### src/rtl/rev_pkg.sv
// Shared types and gate arithmetic for the reversible cascade engine.
// Gate indices are carried at IDX_W bits, which covers bus widths up to MAX_W wires.
package rev_pkg;

    localparam int unsigned MAX_W = 64;
    localparam int unsigned IDX_W = 6;

    typedef enum logic [1:0] {
        GATE_NOP     = 2'd0,
        GATE_TOFFOLI = 2'd1,
        GATE_FREDKIN = 2'd2,
        GATE_PERES   = 2'd3
    } gate_type_e;

    typedef struct packed {
        gate_type_e       typ;
        logic [IDX_W-1:0] a;
        logic [IDX_W-1:0] b;
        logic [IDX_W-1:0] c;
    } gate_t;

    localparam gate_t GATE_NONE = '{typ: GATE_NOP, a: '0, b: '0, c: '0};

    // A gate with aliased or out-of-range wires degenerates to NOP.
    function automatic logic gate_ok(input gate_t g, input int unsigned width);
        return (g.a != g.b) && (g.a != g.c) && (g.b != g.c) &&
               (32'(g.a) < width) && (32'(g.b) < width) && (32'(g.c) < width);
    endfunction

    function automatic logic [MAX_W-1:0] apply_gate(input logic [MAX_W-1:0] w,
                                                    input gate_t g,
                                                    input int unsigned width = MAX_W);
        logic [MAX_W-1:0] r;
        logic va, vb, vc;
        r  = w;
        va = w[g.a];
        vb = w[g.b];
        vc = w[g.c];
        if (gate_ok(g, width)) begin
            case (g.typ)
                GATE_TOFFOLI: r[g.c] = vc ^ (va & vb);
                GATE_FREDKIN: begin
                    if (va) begin
                        r[g.b] = vc;
                        r[g.c] = vb;
                    end
                end
                GATE_PERES: begin
                    r[g.b] = va ^ vb;
                    r[g.c] = (va & vb) ^ vc;
                end
                default: r = w;
            endcase
        end
        return r;
    endfunction

    // Toffoli and Fredkin are self-inverse; Peres undoes B first, then C using restored B.
    function automatic logic [MAX_W-1:0] apply_gate_inv(input logic [MAX_W-1:0] w,
                                                        input gate_t g,
                                                        input int unsigned width = MAX_W);
        logic [MAX_W-1:0] r;
        logic va, nb;
        r = apply_gate(w, g, width);
        if (gate_ok(g, width) && (g.typ == GATE_PERES)) begin
            r      = w;
            va     = w[g.a];
            nb     = va ^ w[g.b];
            r[g.b] = nb;
            r[g.c] = w[g.c] ^ (va & nb);
        end
        return r;
    endfunction

endpackage

### src/rtl/rev_gate_stage.sv
// One registered cascade stage: applies its forward gate or the inverse of its
// mirrored gate according to the beat's direction, and holds on global stall.
module rev_gate_stage
    import rev_pkg::*;
#(
    parameter int unsigned WIDTH = 8
) (
    input  logic             i_clk,
    input  logic             i_rst_n,
    input  logic             i_hold,
    input  logic             i_valid,
    input  logic             i_dir,
    input  logic [WIDTH-1:0] i_data,
    input  gate_t            i_gate_fwd,
    input  gate_t            i_gate_rev,
    output logic             o_valid,
    output logic             o_dir,
    output logic [WIDTH-1:0] o_data
);

    logic             r_valid;
    logic             r_dir;
    logic [WIDTH-1:0] r_data;
    logic [WIDTH-1:0] w_fwd;
    logic [WIDTH-1:0] w_rev;

    assign w_fwd = WIDTH'(apply_gate(MAX_W'(i_data), i_gate_fwd, WIDTH));
    assign w_rev = WIDTH'(apply_gate_inv(MAX_W'(i_data), i_gate_rev, WIDTH));

    // Capture the gated beat with its direction and valid unless the pipeline is held.
    always_ff @(posedge i_clk or negedge i_rst_n) begin
        if (!i_rst_n) begin
            r_valid <= 1'b0;
            r_dir   <= 1'b0;
            r_data  <= '0;
        end else if (!i_hold) begin
            r_valid <= i_valid;
            r_dir   <= i_dir;
            r_data  <= i_dir ? w_rev : w_fwd;
        end
    end

    assign o_valid = r_valid;
    assign o_dir   = r_dir;
    assign o_data  = r_data;

endmodule

### src/rtl/rev_cascade_engine.sv
// Pipelined programmable cascade of reversible gates, one stage per program slot,
// followed by an output register. Optional: REV_CASCADE_XFER_COUNT_EN adds the
// saturating xfer_count output.
module rev_cascade_engine
    import rev_pkg::*;
#(
    parameter  int unsigned WIDTH = 8,
    parameter  int unsigned DEPTH = 4,
    localparam int unsigned IW    = $clog2(WIDTH),
    localparam int unsigned CI_W  = (DEPTH > 1) ? $clog2(DEPTH) : 1
) (
    input  logic              clk,
    input  logic              rst_n,
    input  logic              cfg_we,
    input  logic [CI_W-1:0]   cfg_idx,
    input  logic [2+3*IW-1:0] cfg_gate,
    output logic              cfg_ready,
    input  logic              in_valid,
    output logic              in_ready,
    input  logic              in_dir,
    input  logic [WIDTH-1:0]  in_data,
    output logic              out_valid,
    input  logic              out_ready,
    output logic [WIDTH-1:0]  out_data
`ifdef REV_CASCADE_XFER_COUNT_EN
    ,
    output logic [15:0]       xfer_count
`endif
);

    gate_t            r_prog [DEPTH];
    logic             r_out_valid;
    logic [WIDTH-1:0] r_out_data;
    logic             w_stall;
    gate_t            w_cfg;
    logic [DEPTH:0]   w_v;
    logic [DEPTH:0]   w_d;
    logic [WIDTH-1:0] w_data [0:DEPTH];
    logic             w_unused_dir;

    assign w_stall   = r_out_valid & ~out_ready;
    assign in_ready  = ~w_stall;
    assign cfg_ready = ~(|w_v[DEPTH:1]) & ~in_valid;
    assign out_valid = r_out_valid;
    assign out_data  = r_out_data;

    // Narrow wire indices from the config bus are zero-extended to the package width.
    assign w_cfg.typ = gate_type_e'(cfg_gate[2+3*IW-1 -: 2]);
    assign w_cfg.a   = IDX_W'(cfg_gate[3*IW-1 -: IW]);
    assign w_cfg.b   = IDX_W'(cfg_gate[2*IW-1 -: IW]);
    assign w_cfg.c   = IDX_W'(cfg_gate[IW-1 -: IW]);

    assign w_v[0]    = in_valid;
    assign w_d[0]    = in_dir;
    assign w_data[0] = in_data;

    // Direction of a beat leaving the last stage has no further use.
    assign w_unused_dir = w_d[DEPTH];

    // Gate program: writes land only when the pipeline is empty and no beat is offered.
    always_ff @(posedge clk or negedge rst_n) begin
        if (!rst_n) begin
            for (int unsigned i = 0; i < DEPTH; i++) begin
                r_prog[i] <= GATE_NONE;
            end
        end else if (cfg_we && cfg_ready && (32'(cfg_idx) < DEPTH)) begin
            r_prog[cfg_idx] <= w_cfg;
        end
    end

    for (genvar k = 0; k < DEPTH; k++) begin : g_stage
        rev_gate_stage #(.WIDTH(WIDTH)) u_stage (
            .i_clk      (clk),
            .i_rst_n    (rst_n),
            .i_hold     (w_stall),
            .i_valid    (w_v[k]),
            .i_dir      (w_d[k]),
            .i_data     (w_data[k]),
            .i_gate_fwd (r_prog[k]),
            .i_gate_rev (r_prog[DEPTH-1-k]),
            .o_valid    (w_v[k+1]),
            .o_dir      (w_d[k+1]),
            .o_data     (w_data[k+1])
        );
    end

    // Output register, frozen while the sink refuses a presented result.
    always_ff @(posedge clk or negedge rst_n) begin
        if (!rst_n) begin
            r_out_valid <= 1'b0;
            r_out_data  <= '0;
        end else if (!w_stall) begin
            r_out_valid <= w_v[DEPTH];
            r_out_data  <= w_data[DEPTH];
        end
    end

`ifdef REV_CASCADE_XFER_COUNT_EN
    logic [15:0] r_xfer_count;

    // Saturating count of completed output transfers.
    always_ff @(posedge clk or negedge rst_n) begin
        if (!rst_n) begin
            r_xfer_count <= '0;
        end else if (r_out_valid && out_ready && (r_xfer_count != 16'hFFFF)) begin
            r_xfer_count <= r_xfer_count + 16'd1;
        end
    end

    assign xfer_count = r_xfer_count;
`endif

endmodule

### config.mk
export PLATFORM = sky130hd
export DESIGN_NAME = rev_cascade_engine
export DESIGN_NICKNAME = d
export VERILOG_FILES = /design/src/rtl/rev_pkg.sv /design/src/rtl/rev_gate_stage.sv /design/src/rtl/rev_cascade_engine.sv
export SDC_FILE = /design/constraint.sdc
export NUM_CORES = 1
export LEC_CHECK = 0
export CORE_MARGIN = 10
export CORE_UTILIZATION = 41
export DETAILED_ROUTE_END_ITERATION = 7
export PLACE_DENSITY = 0.67
export SETUP_SLACK_MARGIN = 0.05
export SYNTH_ARGS = -nofsm -noshare
export SYNTH_HDL_FRONTEND = slang
export SYNTH_SLANG_ARGS = --single-unit
### constraint.sdc
create_clock -name clk -period 3.5 [get_ports clk]
set_clock_uncertainty 0.05 [all_clocks]
set_input_delay 0.35 -clock clk [delete_from_list [all_inputs] [get_ports clk]]
set_output_delay 0.35 -clock clk [all_outputs]
set_load 0.05 [all_outputs]
# --- Word level (Yosys, flattened, before mapping) ---
# Cells that the tools add are included.
# W data, S select, Z words.
totals:
  mem_bits_rw: 0
  latchBits: 0
  regBits: 128
  rom_bits: 0
  mem_count: 0
classes:
  bitwise_logic: 39
  n_addsub: 0
  div: 0
  multipliers: 0
  order_cmp: 34
  eq_ne: 24
  mux: 143
  n_reduce_logical: 35
  shifts: 0
ops:
  columns: ["operator", "n"]
  rows:
  - ["$bwmux W64", 44]
  - ["$mux W8", 24]
  - ["$pmux W8 S3", 8]
  - ["$bmux W1 S6", 24]
  - ["$lt A6 B7 Y1 const B", 12]
  - ["$bwmux W80", 1]
  - ["$lt A6 B4 Y1 const B", 12]
  - ["$ne A6 B6 Y1", 12]
  - ["$demux W1 S6", 8]
  - ["$ge A6 B1 Y1 const B", 8]
  - ["$demux W20 S2", 1]
  - ["$logic_and A1 B1 Y1", 34]
  - ["$mux W1", 32]
  - ["$mux W20", 1]
  - ["$xor A1 B1 Y1", 20]
  - ["$eq A2 B2 Y1 const B", 8]
  - ["$and A1 B1 Y1", 14]
  - ["$eq A2 B1 Y1 const B", 4]
  - ["$not A1 Y1", 4]
  - ["$reduce_or A4 Y1", 1]
  - ["$ge A3 B3 Y1 const B", 1]
  - ["$lt A3 B1 Y1 const B", 1]
  - ["$not A2 Y3", 1]

# --- Logic depth before layout (Yosys ltp) ---
depth:
  depth_word: 11
  mapped_depth: 13

# --- Modules after synthesis ---
# Synthesis repeated with hierarchy kept, for this count alone.
unflattened:
  cells_unflattened: 1918
  area_unflattened_um2: 14978.1
modules_own_cells:
  columns: ["module", "instances", "cells_per_inst", "seq_area_each_um2", "area_per_inst_um2"]
  rows:
  - ["rev_gate_stage at g_stage[1].u_stage", 1, 469, 250.2, 3308.2]
  - ["rev_gate_stage at g_stage[2].u_stage", 1, 447, 250.2, 3265.6]
  - ["rev_gate_stage at g_stage[0].u_stage", 1, 452, 250.2, 3264.4]
  - ["rev_gate_stage at g_stage[3].u_stage", 1, 428, 250.2, 3108.0]
  - ["rev_cascade_engine", 1, 122, 1326.3, 2031.9]

# --- Worst setup path after synthesis ---
# No wires, ideal clock.
synth_path:
  path_type: "register to register"
  from: "register g_stage[0].u_stage.r_valid"
  to: "register r_prog[67] (netlist name)"
  slack_ns: 0.497
  arrival_time_ns: 2.829
  stages_incl_launch_ff: 7
  path_buffers: 1
  cell_sequence: "dfrtp_1 or4_1 nor2_1 nand2_1 nor3_1 clkbuf_1 mux2_2"
synth_via:
  elab_chain_cells: 4
synth_lines:
  columns: ["element", "line", "text"]
  rows:
  - ["start: declaration", "rev_gate_stage.sv:21", "logic r_valid;"]
  - ["start signal: assignment", "rev_gate_stage.sv:37", "r_valid <= i_valid;"]
  - ["$reduce_or A4 Y1", "rev_cascade_engine.sv:43", "assign cfg_ready = ~(|w_v[DEPTH:1]) & ~in_valid;"]
  - ["$not A1 Y1", "rev_cascade_engine.sv:43", null]
  - ["$and A1 B1 Y1", "rev_cascade_engine.sv:43", null]
  - ["named net cfg_ready", "rev_cascade_engine.sv:17", "output logic cfg_ready,"]
  - ["$logic_and A1 B1 Y1", "rev_cascade_engine.sv:66", "end else if (cfg_we && cfg_ready && (32'(cfg_idx) < DEPTH)) begin"]
  - ["end signal: indexed assignment", "rev_cascade_engine.sv:67", "r_prog[cfg_idx] <= w_cfg;"]
  - ["end: declaration", "rev_cascade_engine.sv:31", "gate_t r_prog [DEPTH];"]
# The timed path passes the listed nets, and every way through them passes these cells.
# A chain may end at the register's enable or synchronous reset.

# --- Worst setup path after layout ---
layout_path:
  from: "register r_prog[47] (netlist name)"
  to: "register g_stage[1].u_stage.r_data[3]"
layout_via:
  elab_chain_cells: 10
  word_cells_on_any_way: 27
layout_lines:
  columns: ["element", "line", "text"]
  rows:
  - ["$lt A6 B7 Y1 (implied by the code) / $ge A6 B1 Y1 (equally long branches)", "rev_pkg.sv:44, rev_pkg.sv:49", null]
  - ["$logic_and A1 B1 Y1 (implied by the code)", "rev_pkg.sv:44, rev_pkg.sv:49", null]
  - ["$mux W1 (implied by the code)", "rev_pkg.sv:44, rev_pkg.sv:49", null]
  - ["$demux W1 S6", null, null]
  - ["$bwmux W64", "rev_pkg.sv:44", "r[g.b] = vc;"]
  - ["$bwmux W64", "rev_pkg.sv:45", "r[g.c] = vb;"]
  - ["$mux W8", "rev_pkg.sv:43", "if (va) begin"]
  - ["$pmux W8 S3", "rev_pkg.sv:40", "case (g.typ)"]
  - ["$mux W8 *", "rev_pkg.sv:39", "if (gate_ok(g, width)) begin"]
  - ["$mux W8 *", "rev_gate_stage.sv:39", "r_data <= i_dir ? w_rev : w_fwd;"]
  - ["end signal: assignment", "rev_gate_stage.sv:39", null]
  - ["end: declaration", "rev_gate_stage.sv:23", "logic [WIDTH-1:0] r_data;"]
# Every way passes the cells marked *; elsewhere a longest branch is shown, timed or not. The select of a mux whose other input is x is not followed.

==> flow_summary.html <==
<table>
<tr><th>Metric</th><th>Value</th></tr>
<tr><th colspan="2">Run status</th></tr>
<tr><td>Run status</td><td>finished clean</td></tr>
<tr><th colspan="2">Worst setup path</th></tr>
<tr><td>Most frequent CP cell</td><td>buf_4</td></tr>
<tr><td>Kind of end point of the critical path</td><td>flip-flop</td></tr>
<tr><td>Worst setup path class</td><td>reg -&gt; reg</td></tr>
<tr><td>Critical path cell sequence</td><td>buf_4 &gt; mux4_2 &gt; mux2_2 &gt; ha_1 &gt; buf_4 &gt; a311oi_1 &gt; a21oi_1 &gt; a2111oi_0 &gt; a211oi_1</td></tr>
<tr><td>Nature of the critical path startpoint</td><td>flip-flop</td></tr>
<tr><td>Peak per-stage delay on the critical path</td><td>0.63 ns</td></tr>
<tr><td>Data required time at the worst endpoint</td><td>3.67 ns</td></tr>
<tr><td>Flop2flop setup slack</td><td>0.17 ns</td></tr>
<tr><td>Worst path slowest cell</td><td>a2111oi_0</td></tr>
<tr><td>Worst flop-to-flop path endpoint</td><td>g_stage[1].u_stage.o_data[3]</td></tr>
<tr><td>Startpoint of the most critical register-to-register path</td><td>r_prog[47]</td></tr>
<tr><td>Critical Path Fanout Max</td><td>8</td></tr>
<tr><td>Cell count of the worst reg-to-reg path</td><td>9</td></tr>
<tr><td>Data arrival at the endpoint of the critical path</td><td>3.50 ns</td></tr>
<tr><th colspan="2">Placement</th></tr>
<tr><td>Post-DP HPWL</td><td>39.9 mm</td></tr>
<tr><td>Weighted congestion at the end of routability-driven global placement</td><td>1.04</td></tr>
<tr><td>Number of buffer cells added on primary ports</td><td>37</td></tr>
<tr><th colspan="2">Cells and area</th></tr>
<tr><td>Net count reported at finish</td><td>1669</td></tr>
<tr><td>Antenna cell count</td><td>0</td></tr>
<tr><td>Commonest cells after routing, fill and taps aside</td><td>nand2_1 (199), buf_4 (145), nor2_1 (125), o21ai_0 (113), a21oi_1 (102)</td></tr>
<tr><td>Layout cells sized above 1</td><td>18.5%</td></tr>
<tr><td>Commonest non-fill, non-tap cell in the layout</td><td>nand2_1</td></tr>
<tr><td>Synth-to-layout area growth</td><td>12.9%</td></tr>
<tr><td>Total of fill cells in the finished design</td><td>2963</td></tr>
<tr><th colspan="2">Floorplan</th></tr>
<tr><td>Standard-cell rows</td><td>63</td></tr>
<tr><td>Die boundary height</td><td>193 um</td></tr>
<tr><td>Chip Width</td><td>193 um</td></tr>
<tr><td>Effective utilization at floorplan</td><td>41.4%</td></tr>
<tr><td>Core region area</td><td>0.0296 mm^2</td></tr>
<tr><td>Count of boundary I/O pins</td><td>38</td></tr>
<tr><td>Area of the die</td><td>0.0371 mm^2</td></tr>
<tr><th colspan="2">Logic synthesis</th></tr>
<tr><td>Largest cells by area after synthesis</td><td>dfrtp_1 (19%), mux4_2 (6.4%), nand2_1 (6.1%)</td></tr>
<tr><td>Top-area cell type share of the netlist area</td><td>18.8%</td></tr>
<tr><td>Warnings, synthesis</td><td>0</td></tr>
<tr><td>Count of distinct cell types in the synthesized netlist</td><td>96</td></tr>
<tr><td>Summed instance area of the synthesized netlist</td><td>0.0122 mm^2</td></tr>
<tr><td>Yosys reg bits</td><td>92</td></tr>
<tr><td>Sequential cell area fraction in the yosys report</td><td>18.8%</td></tr>
<tr><td>Number of enable flip-flop cells after synthesis</td><td>0</td></tr>
<tr><td>Share of synthesized flip-flops with an asynchronous set or reset</td><td>100%</td></tr>
<tr><td>Top FF cell, synth</td><td>dfrtp_1</td></tr>
<tr><td>Mean instance size in the synthesized netlist</td><td>7.61 um^2</td></tr>
<tr><td>Largest area contributor in the synthesized netlist</td><td>dfrtp_1</td></tr>
<tr><td>Number of instances in the synthesized netlist</td><td>1606</td></tr>
<tr><td>Number of nets in the synthesized netlist</td><td>1645</td></tr>
<tr><th colspan="2">CTS</th></tr>
<tr><td>Clock tree from TritonCTS</td><td>done</td></tr>
<tr><td>Buffers inserted during post-CTS setup optimization</td><td>0</td></tr>
<tr><td>Maximum count of clock buffers along a single path</td><td>2</td></tr>
<tr><td>CTS buffer count</td><td>9</td></tr>
<tr><td>Clk Latency, worst-skew pair</td><td>0.37 ns</td></tr>
<tr><td>H-tree levels</td><td>3</td></tr>
<tr><td>Clock slew at reported path FFs</td><td>0.07 ns</td></tr>
<tr><td>Count of clock tree sinks</td><td>92</td></tr>
<tr><td>Clock root buffer</td><td>clkbuf_16</td></tr>
<tr><th colspan="2">STA</th></tr>
<tr><td>Min cycle time layout</td><td>3.33 ns</td></tr>
<tr><td>Final max-slew violation count</td><td>0</td></tr>
<tr><td>Setup repair after global routing missed its margin</td><td>no</td></tr>
<tr><td>Number of hold violations in the final report</td><td>0</td></tr>
<tr><td>Setup TNS Final</td><td>0 ns</td></tr>
<tr><td>Worst-case headroom to the max-slew limit</td><td>36.8%</td></tr>
<tr><td>Tcrit/Tclk final</td><td>95.3%</td></tr>
<tr><td>Number of failing setup endpoints in the final timing report</td><td>0</td></tr>
<tr><td>Slew at the pin with the worst max-slew slack</td><td>0.947 ns</td></tr>
<tr><td>Maximum achievable frequency</td><td>0.300 GHz</td></tr>
<tr><th colspan="2">Global routing</th></tr>
<tr><td>Number of global-route vias before repair</td><td>12600</td></tr>
<tr><td>Largest net degree at the start of global routing</td><td>53</td></tr>
<tr><td>Wire length of the first global-routing pass</td><td>79.2 mm</td></tr>
<tr><td>Number of antenna violations at the first check in global routing</td><td>1</td></tr>
<tr><td>Gr ovfl total</td><td>0</td></tr>
<tr><td>Global router's overall resource usage</td><td>27.6%</td></tr>
<tr><th colspan="2">Hold path</th></tr>
<tr><td>Hold EP</td><td>out_data[1]</td></tr>
<tr><td>Path type of the worst min-delay path</td><td>reg -&gt; reg</td></tr>
<tr><td>Hold-critical path depth</td><td>2</td></tr>
<tr><td>Hold_sp</td><td>out_data[1]</td></tr>
<tr><th colspan="2">Route</th></tr>
<tr><td>Routed Wire Length</td><td>52.6 mm</td></tr>
<tr><td>Remaining antenna violation count after routing</td><td>0</td></tr>
<tr><td>DRC violation count after routing</td><td>0</td></tr>
<tr><td>Violation count after the first detailed-route iteration</td><td>1970</td></tr>
<tr><td>Via count</td><td>14000</td></tr>
<tr><td>Mean number of vias per cell</td><td>6.91</td></tr>
<tr><td>Routed WL per cell</td><td>26.0 um</td></tr>
<tr><td>1st-pass router iterations</td><td>8</td></tr>
<tr><th colspan="2">Job</th></tr>
<tr><td>Number of maximum-capacitance violations</td><td>0</td></tr>
</table>
-- final cells by class --
cell class | count | area [um^2] | area share [%]
clock buffer | 10 | 239 | 1.73
clock inverter | 6 | 52.6 | 0.381
inverter | 28 | 105 | 0.761
multi-input combinational | 1318 | 9160 | 66.3
sequential | 92 | 2300 | 16.7
tap | 390 | 488 | 3.53
timing repair buffer | 181 | 1460 | 10.6
-- worst max-delay path: cells and delay by family, from the launching register on --
family | cells | cell delay (ns)
buffers and inverters | 2 | 0.40
DFF | 1 | 0.51
AOI/OAI and AO/OA | 4 | 1.03
adders and majority gates | 1 | 0.36
muxes | 2 | 0.85
-- how the worst max path moves through the flow --
stage                                  from                            to  slack (ns)  depth (start not counted)
2_1_floorplan    g_stage[0].u_stage.o_valid                    r_prog[67]        0.50                          6
3_3_place_gp                     in_data[3]  g_stage[0].u_stage.o_data[2]        0.12                         11
3_5_place_dp                     in_data[3]  g_stage[0].u_stage.o_data[2]        0.14                         11
4_1_cts        g_stage[0].u_stage.o_data[7]  g_stage[1].u_stage.o_data[7]        0.21                         10
5_1_grt                          r_prog[47]  g_stage[1].u_stage.o_data[4]        0.05                         11
6_report                         r_prog[47]  g_stage[1].u_stage.o_data[3]        0.17                          9
-- registers in the layout, indices dropped and copies added, names as in the netlist --
signal / flops
out_valid: 1
g_stage.u_stage.o_valid: 4
g_stage.u_stage.o_data: 32
g_stage.u_stage.o_dir: 3
r_prog: 44
out_data: 8
-- through the flow --
stage / util [%] / setup slack, ns / hold slack [ns] / cell area (um^2) / cells
6_report: 46.7 / 0.165 / 0.419 / 13800 / 2025
5_1_grt: 46.7 / 0.0506 / 0.458 / 13800 / 2025
4_1_cts: 46.7 / 0.206 / 0.422 / 13800 / 2025
3_5_place_dp: 45.7 / 0.143 / 0.380 / 13500 / 2008
3_3_place_gp: 45.7 / 0.116 / 0.374 / 13500 / 2008
2_1_floorplan: - / 0.497 / 0.00441 / 12200 / 1606
-- cells by family after synthesis --
kind of cell	synth area share (%)
flip-flops	18.8
XOR/XNOR	4.79
AO/OA/AOI/OAI	28.1
AND/OR/NAND/NOR	24.5
buffers and inverters	6.36
adder cells (fa/ha/maj)	1.23
multiplexers	16.2
-- timing repair --
action	CTS	global route
hold buffers	1	0
endpoints found under the setup margin	0	1
hold endpoints to repair	10	0
resized for setup	0	1
-- per-layer routing --
metal	part of all wire [%]	global-route usage (%)	vias up
met5	0.030	0	-
met4	3.6	9.96	2
met3	13	6.45	145
met2	43	40.2	1045
met1	41	38.9	6711
li1	-	-	6087
-- synth_stat cells, types with 10 or more instances --
library cell and instances:
a211oi_1 42, a21o_1 10, a21oi_1 102, a221o_1 11, a221oi_1 14, a22oi_1 10
a311oi_1 17, a31oi_1 23, and2_1 13, and3_1 21, and3b_1 13, buf_1 13
buf_2 24, clkbuf_1 129, dfrtp_1 92, ha_1 12, inv_1 26, mux2_2 66
mux2i_1 36, mux4_2 35, nand2_1 199, nand2b_1 16, nand3_1 45, nand3b_1 23
nand4_1 16, nor2_1 125, nor2b_1 16, nor3_1 37, nor3b_1 16, o211ai_1 32
o21ai_0 113, o221ai_1 14, o22ai_1 25, xnor2_1 39, xor2_1 26
Power is left out: the tool's default activity adds up to more than one toggle a clock period on the data nets, which glitch-free logic cannot reach.
